## src/rtl/des3_pkg.sv

```systemverilog
// des3_pkg: shared state encoding and DES geometry constants for the pass sequencer.
package des3_pkg;
    typedef enum logic [1:0] {IDLE, RUN, DONE} state_t;
    localparam int DES_BLOCK_W     = 64;
    localparam int ROUNDS_PER_PASS = 6;
    localparam int KEY_W           = 48;
    localparam int KEYS_PER_BANK   = 24;
endpackage

```

## src/rtl/des3_pass_counter.sv

```systemverilog
// des3_pass_counter: 3-bit pass index with clear/enable and terminal-count flag.
module des3_pass_counter #(
    parameter int NUM_PASSES = 8
) (
    input  logic       clk,
    input  logic       rst,
    input  logic       clr,
    input  logic       en,
    output logic [2:0] q,
    output logic       tc
);
    always_ff @(posedge clk or posedge rst)
        if (rst) q <= '0;
        else if (clr) q <= '0;
        else if (en) q <= q + 3'd1;
    assign tc = q == 3'(NUM_PASSES - 1);
endmodule

```

## src/rtl/des3_pass_sequencer.sv

```systemverilog
// des3_pass_sequencer: steps one block through all passes of the unrolled 3DES core.
module des3_pass_sequencer
    import des3_pkg::*;
#(
    parameter int BLOCK_W    = 64,
    parameter int NUM_PASSES = 8
) (
    input  logic               clk,
    input  logic               rst,
    input  logic               in_valid,
    output logic               in_ready,
    input  logic [BLOCK_W-1:0] in_data,
    input  logic               keys_valid,
    output logic               key_lock,
    output logic [1:0]         count,
    output logic               bank_sel,
    output logic [BLOCK_W-1:0] dp_in,
    input  logic [BLOCK_W-1:0] dp_out,
    output logic               dp_first,
    output logic               dp_last,
    output logic               out_valid,
    input  logic               out_ready,
    output logic [BLOCK_W-1:0] out_data,
    output logic [15:0]        blocks_done
);
    state_t             state;
    logic [BLOCK_W-1:0] state_q;
    logic [2:0]         pass_idx;
    logic               tc, run, done, accept;
    assign run       = state == RUN;
    assign done      = state == DONE;
    assign in_ready  = keys_valid && (state == IDLE || (done && out_ready));
    assign accept    = in_valid && in_ready;
    assign key_lock  = state != IDLE;
    assign out_valid = done;
    assign out_data  = done ? state_q : '0;
    assign dp_in     = run ? state_q : '0;
    assign count     = run ? pass_idx[1:0] : 2'd0;
    // Single-DES configurations never leave bank 0.
    assign bank_sel  = run && NUM_PASSES == 8 && pass_idx[2];
    assign dp_first  = run && pass_idx == 3'd0;
    assign dp_last   = run && tc;
    des3_pass_counter #(.NUM_PASSES(NUM_PASSES)) u_cnt (
        .clk(clk),
        .rst(rst),
        .clr(accept || (run && tc)),
        .en (run),
        .q  (pass_idx),
        .tc (tc)
    );
    always_ff @(posedge clk or posedge rst)
        if (rst) begin
            state       <= IDLE;
            state_q     <= '0;
            blocks_done <= '0;
        end else begin
            if (accept) begin
                state   <= RUN;
                state_q <= in_data;
            end else if (run) begin
                state_q <= dp_out;
                if (tc) state <= DONE;
            end else if (done && out_ready) state <= IDLE;
            if (done && out_ready) blocks_done <= blocks_done + 16'd1;
        end
endmodule
```

## config.mk

```make
export PLATFORM = sky130hd
export DESIGN_NAME = des3_pass_sequencer
export DESIGN_NICKNAME = d
export VERILOG_FILES = /design/src/rtl/des3_pkg.sv /design/src/rtl/des3_pass_counter.sv /design/src/rtl/des3_pass_sequencer.sv
export SDC_FILE = /design/constraint.sdc
export NUM_CORES = 1
export LEC_CHECK = 0
export ABC_AREA = 1
export BUFFER_PORTS_ARGS = -buffer_cell sky130_fd_sc_hd__buf_2
export CAP_MARGIN = 5
export CORE_ASPECT_RATIO = 0.8
export CORE_MARGIN = 3
export CORE_UTILIZATION = 37
export DETAILED_ROUTE_END_ITERATION = 10
export GPL_ROUTABILITY_DRIVEN = 0
export PLACE_DENSITY = 0.81
export SYNTH_ARGS = -nofsm -noshare
export SYNTH_HDL_FRONTEND = slang
export SYNTH_SLANG_ARGS = --single-unit
```

## constraint.sdc

```tcl
create_clock -name clk -period 6 [get_ports clk]
set_input_delay 0 -clock clk [delete_from_list [all_inputs] [get_ports clk]]
set_output_delay 0 -clock clk [all_outputs]
set_load 0.01 [all_outputs]
```

Yosys cells after proc, flatten, opt, wreduce, memory -nomap -nowiden
Cells that the tools add are included.
{"block": "op_classes", "addsub": 2, "eq_ne": 4, "n_mux": 11, "reduce_logical": 15}
{"op": "64-bit 2-to-1 mux", "count": 4}
{"op": "16-bit by 1-bit adder with 16-bit output (second input constant)", "count": 1}
{"op": "2-bit 2-to-1 mux", "count": 5}
{"op": "1-bit logical AND", "count": 6}
{"op": "3-bit 2-to-1 mux", "count": 2}
{"op": "2-bit nonzero test", "count": 3}
{"op": "3-bit by 1-bit adder with 3-bit output (second input constant)", "count": 1}
{"op": "3-bit equality test (second input constant)", "count": 1}
{"op": "3-bit zero test", "count": 1}
{"op": "3-bit by 2-bit != test with 1-bit output (second input constant)", "count": 1}
{"op": "3-bit nonzero test", "count": 1}
{"op": "2-bit by 1-bit equality test with 1-bit output (second input constant)", "count": 1}
{"op": "2-bit equality test (second input constant)", "count": 1}
{"op": "2-bit zero test", "count": 1}
{"op": "1-bit logical OR", "count": 2}
{"op": "2-bit AND reduction", "count": 1}
{"block": "word_totals", "ff_bits": 85, "output_inout_bits": 152}

Longest topological paths before layout
Gate-level depths: netlist (run 1).
{"block": "logic_depth", "word_depth": 7, "mapped_depth": 9, "depth_no_buf": 8}

Modules after synthesis
From an unflattened synthesis (run 1), not the netlist that was laid out.
{"block": "hier_totals", "cells_unflattened": 695, "hier_area_um2": 4744.6}
{"mod": "des3_pass_sequencer", "instances": 1, "cells_each": 677, "area_each_um2": 4589.4}
{"mod": "des3_pass_counter", "instances": 1, "cells_each": 18, "area_each_um2": 155.1}

Least setup slack after synthesis (run 1)
OpenSTA, ideal clock, no wires.
{"block": "synth_timing", "path_kind": "register to register", "from": "register state[1]", "to": "register state_q[0]", "t_arrival_ns": 1.153, "t_required_ns": 5.876, "setup_slack_ns": 4.723, "stages_incl_launch_ff": 8, "path_buffers": 1, "period_less_slack_ns": 1.277, "cell_sequence": "dfrtp_1 > a21oi_2 > nand3_2 > nand2_4 > inv_6 > buf_6 > nand2_1 > nand3_1"}
{"block": "synth_between", "elab_chain_cells": 6, "word_cells_on_any_way": 9, "classes_between": "2 x eq/ne; 1 x mux; 6 x reduce/logical"}
{"element": "start, declared", "line": "des3_pass_sequencer.sv:26", "text": "state_t state;"}
{"element": "start signal, assigned", "line": "des3_pass_sequencer.sv:53", "text": "state <= IDLE;"}
{"element": "start signal, assigned", "line": "des3_pass_sequencer.sv:58", "text": "state <= RUN;"}
{"element": "start signal, assigned", "line": "des3_pass_sequencer.sv:62", "text": "if (tc) state <= DONE;"}
{"element": "2-bit equality test", "line": "des3_pass_sequencer.sv:31", "text": "assign done = state == DONE;"}
{"element": "1-bit logical AND", "line": "des3_pass_sequencer.sv:32", "text": "assign in_ready = keys_valid && (state == IDLE || (done && out_ready));"}
{"element": "1-bit logical OR", "line": "des3_pass_sequencer.sv:32"}
{"element": "1-bit logical AND", "line": "des3_pass_sequencer.sv:32"}
{"element": "1-bit logical AND", "line": "des3_pass_sequencer.sv:33", "text": "assign accept = in_valid && in_ready;"}
{"element": "64-bit 2-to-1 mux / 2-bit nonzero test (equally long branches)"}
{"element": "end signal, assigned", "line": "des3_pass_sequencer.sv:59", "text": "state_q <= in_data;"}
{"element": "end signal, assigned", "line": "des3_pass_sequencer.sv:61", "text": "state_q <= dp_out;"}
{"element": "end, declared", "line": "des3_pass_sequencer.sv:27", "text": "logic [BLOCK_W-1:0] state_q;"}
Several ways; a longest one is shown, not always the timed one.
A chain may end at the register's enable or synchronous reset.

Worst setup path after layout (run 1)
{"block": "layout_timing", "from": "register state[0]", "to": "register state_q[42]"}
The elaborated chain is that of the path after synthesis.

==> flow_metrics.env, run 1 <==
export IMPL_status="finished, final reports clean"
export IMPL_min_period_ns=2.95
export IMPL_design_area_mm2=0.00791
export IMPL_clk_pin_slew_ns=0.06
export IMPL_syn_inst=712
export IMPL_synth_area_mm2=0.00486
export IMPL_p_int_mw=1.08
export IMPL_postCtsSetupBuffers=0
export IMPL_die_h_um=109
export IMPL_syn_nets=849
export IMPL_io_buffers=284
export IMPL_fin_tns_setup_ns=0
export IMPL_vias=6059
export IMPL_syn_to_final_growth_pct=62.6
export IMPL_min_period_over_period_pct=49.2
export IMPL_hold_viol=0
export IMPL_path_cells="inv_1, nor2_4, inv_2, buf_4, nand2_4, inv_6, nand2_1, nand3_1, dlygate4sd3_1"
export IMPL_grt_max_degree=86
export IMPL_tritoncts="built"
export IMPL_p_comb_share_pct=10.5
export IMPL_layout_nets=1240
export IMPL_wire_per_inst_um=14.4
export IMPL_htree_levels=3
export IMPL_grt_usage_pct=24.6
export IMPL_initial_core_util_pct=38.8
export IMPL_fin_worst_skew_ns=0.00734
export IMPL_maxCapViolCount=0
export IMPL_grt_overflow=0
export IMPL_worstSetupEndpointType="flop"
export IMPL_place_area_mm2=0.00630
export IMPL_ys_ff_latch=85
export IMPL_worstHoldPathType="input pin to async pin"
export IMPL_rsz0062_at_grt="no"
export IMPL_worstMarginPinSlew_ns=1.09
export IMPL_finalMaxSlewViolations=0
export IMPL_first_pass_iters=5
export IMPL_p_sw_uw=285
export IMPL_io_pins=285
export IMPL_core_area_mm2=0.0125
export IMPL_clock_latency_ns=0.33
export IMPL_ir_drop_v=0.000122
export IMPL_wl_um=18400
export IMPL_required_ns=6.27
export IMPL_clockBufferDepth=2
export IMPL_cts_root_buf="clkbuf_16"
export IMPL_drc=0
export IMPL_mostFrequentLayoutCells="buf_2, nand2_1, nor2_1"
export IMPL_yosysWarnings=0
export IMPL_ant_nets=0
export IMPL_path_class="flop to flop"
export IMPL_setup_violations=0
export IMPL_p_clk_share_pct=45.6
export IMPL_clock_sinks=85
export IMPL_fin_hold_ws_ns=0.0157
export IMPL_layout_commonest_cell="buf_2"
export IMPL_cp_slowest_stage_delay_ns=0.56
export IMPL_worstPathArrival_ns=3.22
export IMPL_grt_pass1_vias=5958
export IMPL_synthDistinctLibCells=28
export IMPL_grt_pass1_wl_um=28800
export IMPL_drive_above_1_share_pct=28.7
export IMPL_start_kind="flop"
export IMPL_die_area_mm2=0.0146
export IMPL_nFillCells=1004
export IMPL_vias_per_cell=4.74
export IMPL_avgSynthCellArea_um2=6.83
export IMPL_dp_hpwl_um=11000
export IMPL_sequentialPowerShare_pct=43.9
export IMPL_numCtsBuffers=9
export IMPL_antenna_cells=0
export IMPL_max_freq_ghz=0.339
export IMPL_p_sw_share_pct=20.8
export IMPL_power_density_mw_per_mm2=173
export IMPL_max_slew_margin_pct=27.4
export IMPL_crit_fanout=64
export IMPL_fp_dieW_um=134
export IMPL_cp_slowest_cell="buf_4"
export IMPL_drt_initial_drc_count=488
export IMPL_synth_seq_area_share_pct=43.7
export IMPL_row_count=36
export IMPL_p_leak_nw=4.42
export IMPL_antenna_found_initial=0
-- critical path: cells and delay by family (launching register included) --
kind	cells	cell delay [ns]
buffers and inverters	5	1.98
AND/OR/NAND/NOR	4	0.41
flip-flops	1	0.38
-- synth_stat cells --
| library cell | n | area, um^2 |
|---|---|---|
| nor2_8 | 1 | 20.0 |
| buf_2 | 19 | 95.1 |
| nand3_2 | 2 | 20.0 |
| xor2_1 | 7 | 61.3 |
| nand3_1 | 68 | 340 |
| nand2_1 | 248 | 931 |
| o21ai_1 | 1 | 5.00 |
| ha_1 | 4 | 50.1 |
| dfrtp_1 | 85 | 2130 |
| clkbuf_4 | 2 | 15.0 |
| nor2_4 | 4 | 45.0 |
| a21oi_2 | 1 | 8.76 |
| o21ai_0 | 6 | 30.0 |
| and2_1 | 1 | 6.26 |
| nor2_2 | 1 | 6.26 |
| inv_6 | 1 | 8.76 |
| inv_1 | 84 | 315 |
| nand4_1 | 4 | 25.0 |
| inv_4 | 1 | 6.26 |
| nor2_1 | 148 | 556 |
| o22ai_1 | 1 | 6.26 |
| nand3b_1 | 2 | 15.0 |
| clkbuf_1 | 3 | 11.3 |
| xnor2_1 | 1 | 8.76 |
| nand2_4 | 3 | 33.8 |
| buf_6 | 6 | 67.6 |
| inv_2 | 3 | 11.3 |
| buf_4 | 5 | 37.5 |
-- stage by stage --
step | instances | worst slack (ns) | power (mW) | utilization, %
floorplan | 712 | 3.81 | 0.639 | -
global placement | 1135 | 3.75 | 0.691 | 50.3
detailed placement | 1135 | 3.69 | 0.693 | 50.3
CTS | 1278 | 3.16 | 1.38 | 63.1
global route | 1278 | 2.89 | 1.42 | 63.1
finish | 1278 | 3.05 | 1.37 | 63.1
-- logic make-up (layout without fill, tap and decap cells) --
kind of cell / after synthesis / count (layout) / synth area share, %
AOI/OAI and AO/OA: 9 / 9 / 1.03
xor gates and xnor gates: 8 / 8 / 1.44
buffers and inverters: 124 / 519 / 11.7
and+or+nand+nor: 482 / 482 / 41.1
DFF: 85 / 85 / 43.7
adders and majority gates: 4 / 4 / 1.03
-- layer usage --
layer	routed length (um)	vias to the layer above	share of wire, %	GRT usage, %
met2	9010	311	49	43.9
li1	-	2905	-	-
met5	0	-	0	0
met4	425	0	2.3	8.72
met1	7360	2806	40	29.3
met3	1560	37	8.5	5.63
-- final timing paths --
path                           startpoint             end  slack, ns  depth (start not counted)
max                              state[0]     state_q[42]       3.05                          9
min                                   rst     state_q[16]       0.02                          3
max reg2reg                      state[0]     state_q[42]       3.05                          9
min reg2reg                blocks_done[3]  blocks_done[3]       0.53                          1
max in group asynchronous             rst        state[0]       5.29                          3
min in group clk                 in_valid        state[0]       0.08                          3
-- area by class of cell --
| type | instances | area, um^2 | share of cell area (%) |
|---|---|---|---|
| Timing Repair Buffer | 415 | 2730 | 34.5 |
| Multi-Input combinational cell | 503 | 2170 | 27.4 |
| Sequential cell | 85 | 2130 | 26.9 |
| Inverter | 89 | 343 | 4.34 |
| Clock buffer | 11 | 233 | 2.94 |
| Tap cell | 171 | 214 | 2.71 |
| Clock inverter | 4 | 97.6 | 1.23 |
-- state kept, by name, summed over array words and instances, names as in the netlist --
register / count
u_cnt.q: 3
blocks_done: 16
state: 2
state_q: 64
-- power by group through the flow --
stage	clock [mW]	combinational, mW	sequential [mW]
2_1_floorplan	0	0.0312	0.608
3_3_place_gp	0	0.0813	0.610
3_5_place_dp	0	0.0834	0.610
4_1_cts	0.640	0.140	0.599
5_1_grt	0.661	0.160	0.602
6_report	0.623	0.144	0.600
-- what timing repair did --
| action | 4_1_cts | 5_1_grt |
|---|---|---|
| hold buffers | 128 | 0 |
| hold endpoints to repair | 64 | 0 |
| gates resized for setup | 0 | 0 |
Note: power is estimated with default switching activity, not from simulation.
==> run 2: changes to the inputs <==
PLACE_DENSITY = 0.83   (was 0.81)
clock period = 2.5 ns   (was 6 ns; I/O delays follow)
==> flow_metrics.env, run 2 (synthesis gave the netlist of run 1 again) <==
export IMPL_row_count=36
export IMPL_fin_cells=1281
export IMPL_design_area_mm2=0.00795
export IMPL_dp_hpwl_um=11200
export IMPL_place_area_mm2=0.00632
export IMPL_worstMarginPinSlew_ns=0.742
export IMPL_clk_pin_slew_ns=0.06
export IMPL_finalMaxSlewViolations=0
export IMPL_postCtsSetupBuffers=0
export IMPL_ir_drop_v=0.000295
export IMPL_setup_violations=0
export IMPL_fin_hold_ws_ns=0.0893
export IMPL_wl_um=18800
export IMPL_layout_commonest_cell="buf_2"
export IMPL_clock_latency_ns=0.33
export IMPL_p_leak_nw=4.44
export IMPL_status="finished, final reports clean"
export IMPL_grt_overflow=0
export IMPL_vias=6137
export IMPL_worstHoldPathType="input pin to flop"
export IMPL_worstSetupEndpointType="flop"
export IMPL_post_place_cells=1137
export IMPL_min_period_over_period_pct=92.1
export IMPL_layout_nets=1243
export IMPL_rsz0062_at_grt="no"
export IMPL_die_area_mm2=0.0146
export IMPL_numCtsBuffers=9
export IMPL_drc=0
export IMPL_power_density_mw_per_mm2=415
export IMPL_ant_nets=0
export IMPL_required_ns=2.76
export IMPL_grt_pass1_wl_um=29600
export IMPL_grt_pass1_vias=6140
export IMPL_largest_reg_flops=64
export IMPL_maxCapViolCount=0
export IMPL_antenna_found_initial=0
export IMPL_initial_core_util_pct=38.8
export IMPL_crit_fanout=64
export IMPL_fp_dieW_um=134
export IMPL_io_buffers=284
export IMPL_core_area_mm2=0.0125
export IMPL_syn_to_final_growth_pct=63.5
export IMPL_grt_max_degree=68
export IMPL_drt_initial_drc_count=407
export IMPL_fin_tns_setup_ns=0
export IMPL_clockBufferDepth=2
export IMPL_first_pass_iters=5
export IMPL_antenna_cells=0
export IMPL_max_slew_margin_pct=50.5
export IMPL_vias_per_cell=4.79
export IMPL_top_regs="state_q (64), blocks_done (16), u_cnt.q (3)"
export IMPL_mostFrequentLayoutCells="buf_2, nand2_1, nor2_1"
export IMPL_max_freq_ghz=0.434
export IMPL_min_period_ns=2.30
export IMPL_top_register="state_q"
export IMPL_clock_sinks=85
export IMPL_wire_per_inst_um=14.7
export IMPL_fin_worst_skew_ns=0.00933
export IMPL_grt_usage_pct=25.5
export IMPL_worstPathArrival_ns=2.56
export IMPL_htree_levels=3
export IMPL_drive_above_1_share_pct=28.8
export IMPL_io_pins=285
export IMPL_die_h_um=109
export IMPL_hold_viol=0
export IMPL_tritoncts="built"
export IMPL_cts_root_buf="clkbuf_16"
export IMPL_path_class="flop to flop"
export IMPL_start_kind="flop"
## run 2: worst paths after layout
check / end / cells after the start / slack [ns] / from
max: state_q[48] / 8 / 0.20 / state[0]
min: blocks_done[1] / 4 / 0.09 / out_ready
max reg2reg: state_q[48] / 8 / 0.20 / state[0]
min reg2reg: blocks_done[10] / 1 / 0.52 / blocks_done[10]
max in group asynchronous: state_q[24] / 4 / 1.39 / rst
min in group asynchronous: state_q[15] / 3 / 0.31 / rst
## run 2: power breakdown
part | switching [mW] | leakage, nW | internal, mW
logic | 0.138 | 3.16 | 0.213
clock network | 0.533 | 0.156 | 0.972
registers | 0.0248 | 1.13 | 1.42
## run 2: metrics by stage
stage	worst slack [ns]	utilization, %	total power, mW
final	0.197	63.5	3.30
after global placement	0.739	50.5	1.66
after global routing	0.0354	63.5	3.42
after floorplan	0.307	-	1.53
after CTS	0.175	63.4	3.32
after detailed placement	0.715	50.5	1.66
## run 2: area by class of cell
class	count	area [um^2]
Clock buffer	11	233
Inverter	89	348
Fill cell	1032	4570
Clock inverter	4	97.6
Timing Repair Buffer	418	2760
Tap cell	171	214
Sequential cell	85	2130
Multi-Input combinational cell	503	2170
## run 2: critical path, stage by stage (launching register included)
cell,delay (ns)
dfrtp_1,0.39
inv_1,0.19
nor2_4,0.05
inv_2,0.37
nand2_4,0.14
inv_8,0.30
nand2_1,0.10
nand3_1,0.10
dlygate4sd3_1,0.58
## run 2: repair_timing
| item | in CTS | in global routing |
|---|---|---|
| hold buffers | 129 | 0 |
| resized for setup | 0 | 2 |
| hold endpoints to repair | 99 | 0 |
| endpoints found under the setup margin | 0 | 35 |
## run 2: routing by layer
| metal | up-vias | part of all wire [%] | track usage, % |
|---|---|---|---|
| met1 | 2832 | 39 | 29.4 |
| li1 | 2911 | - | - |
| met3 | 43 | 8.4 | 5.67 |
| met2 | 351 | 50 | 46.1 |
| met5 | - | 0 | 0 |
| met4 | 0 | 2.7 | 10.5 |
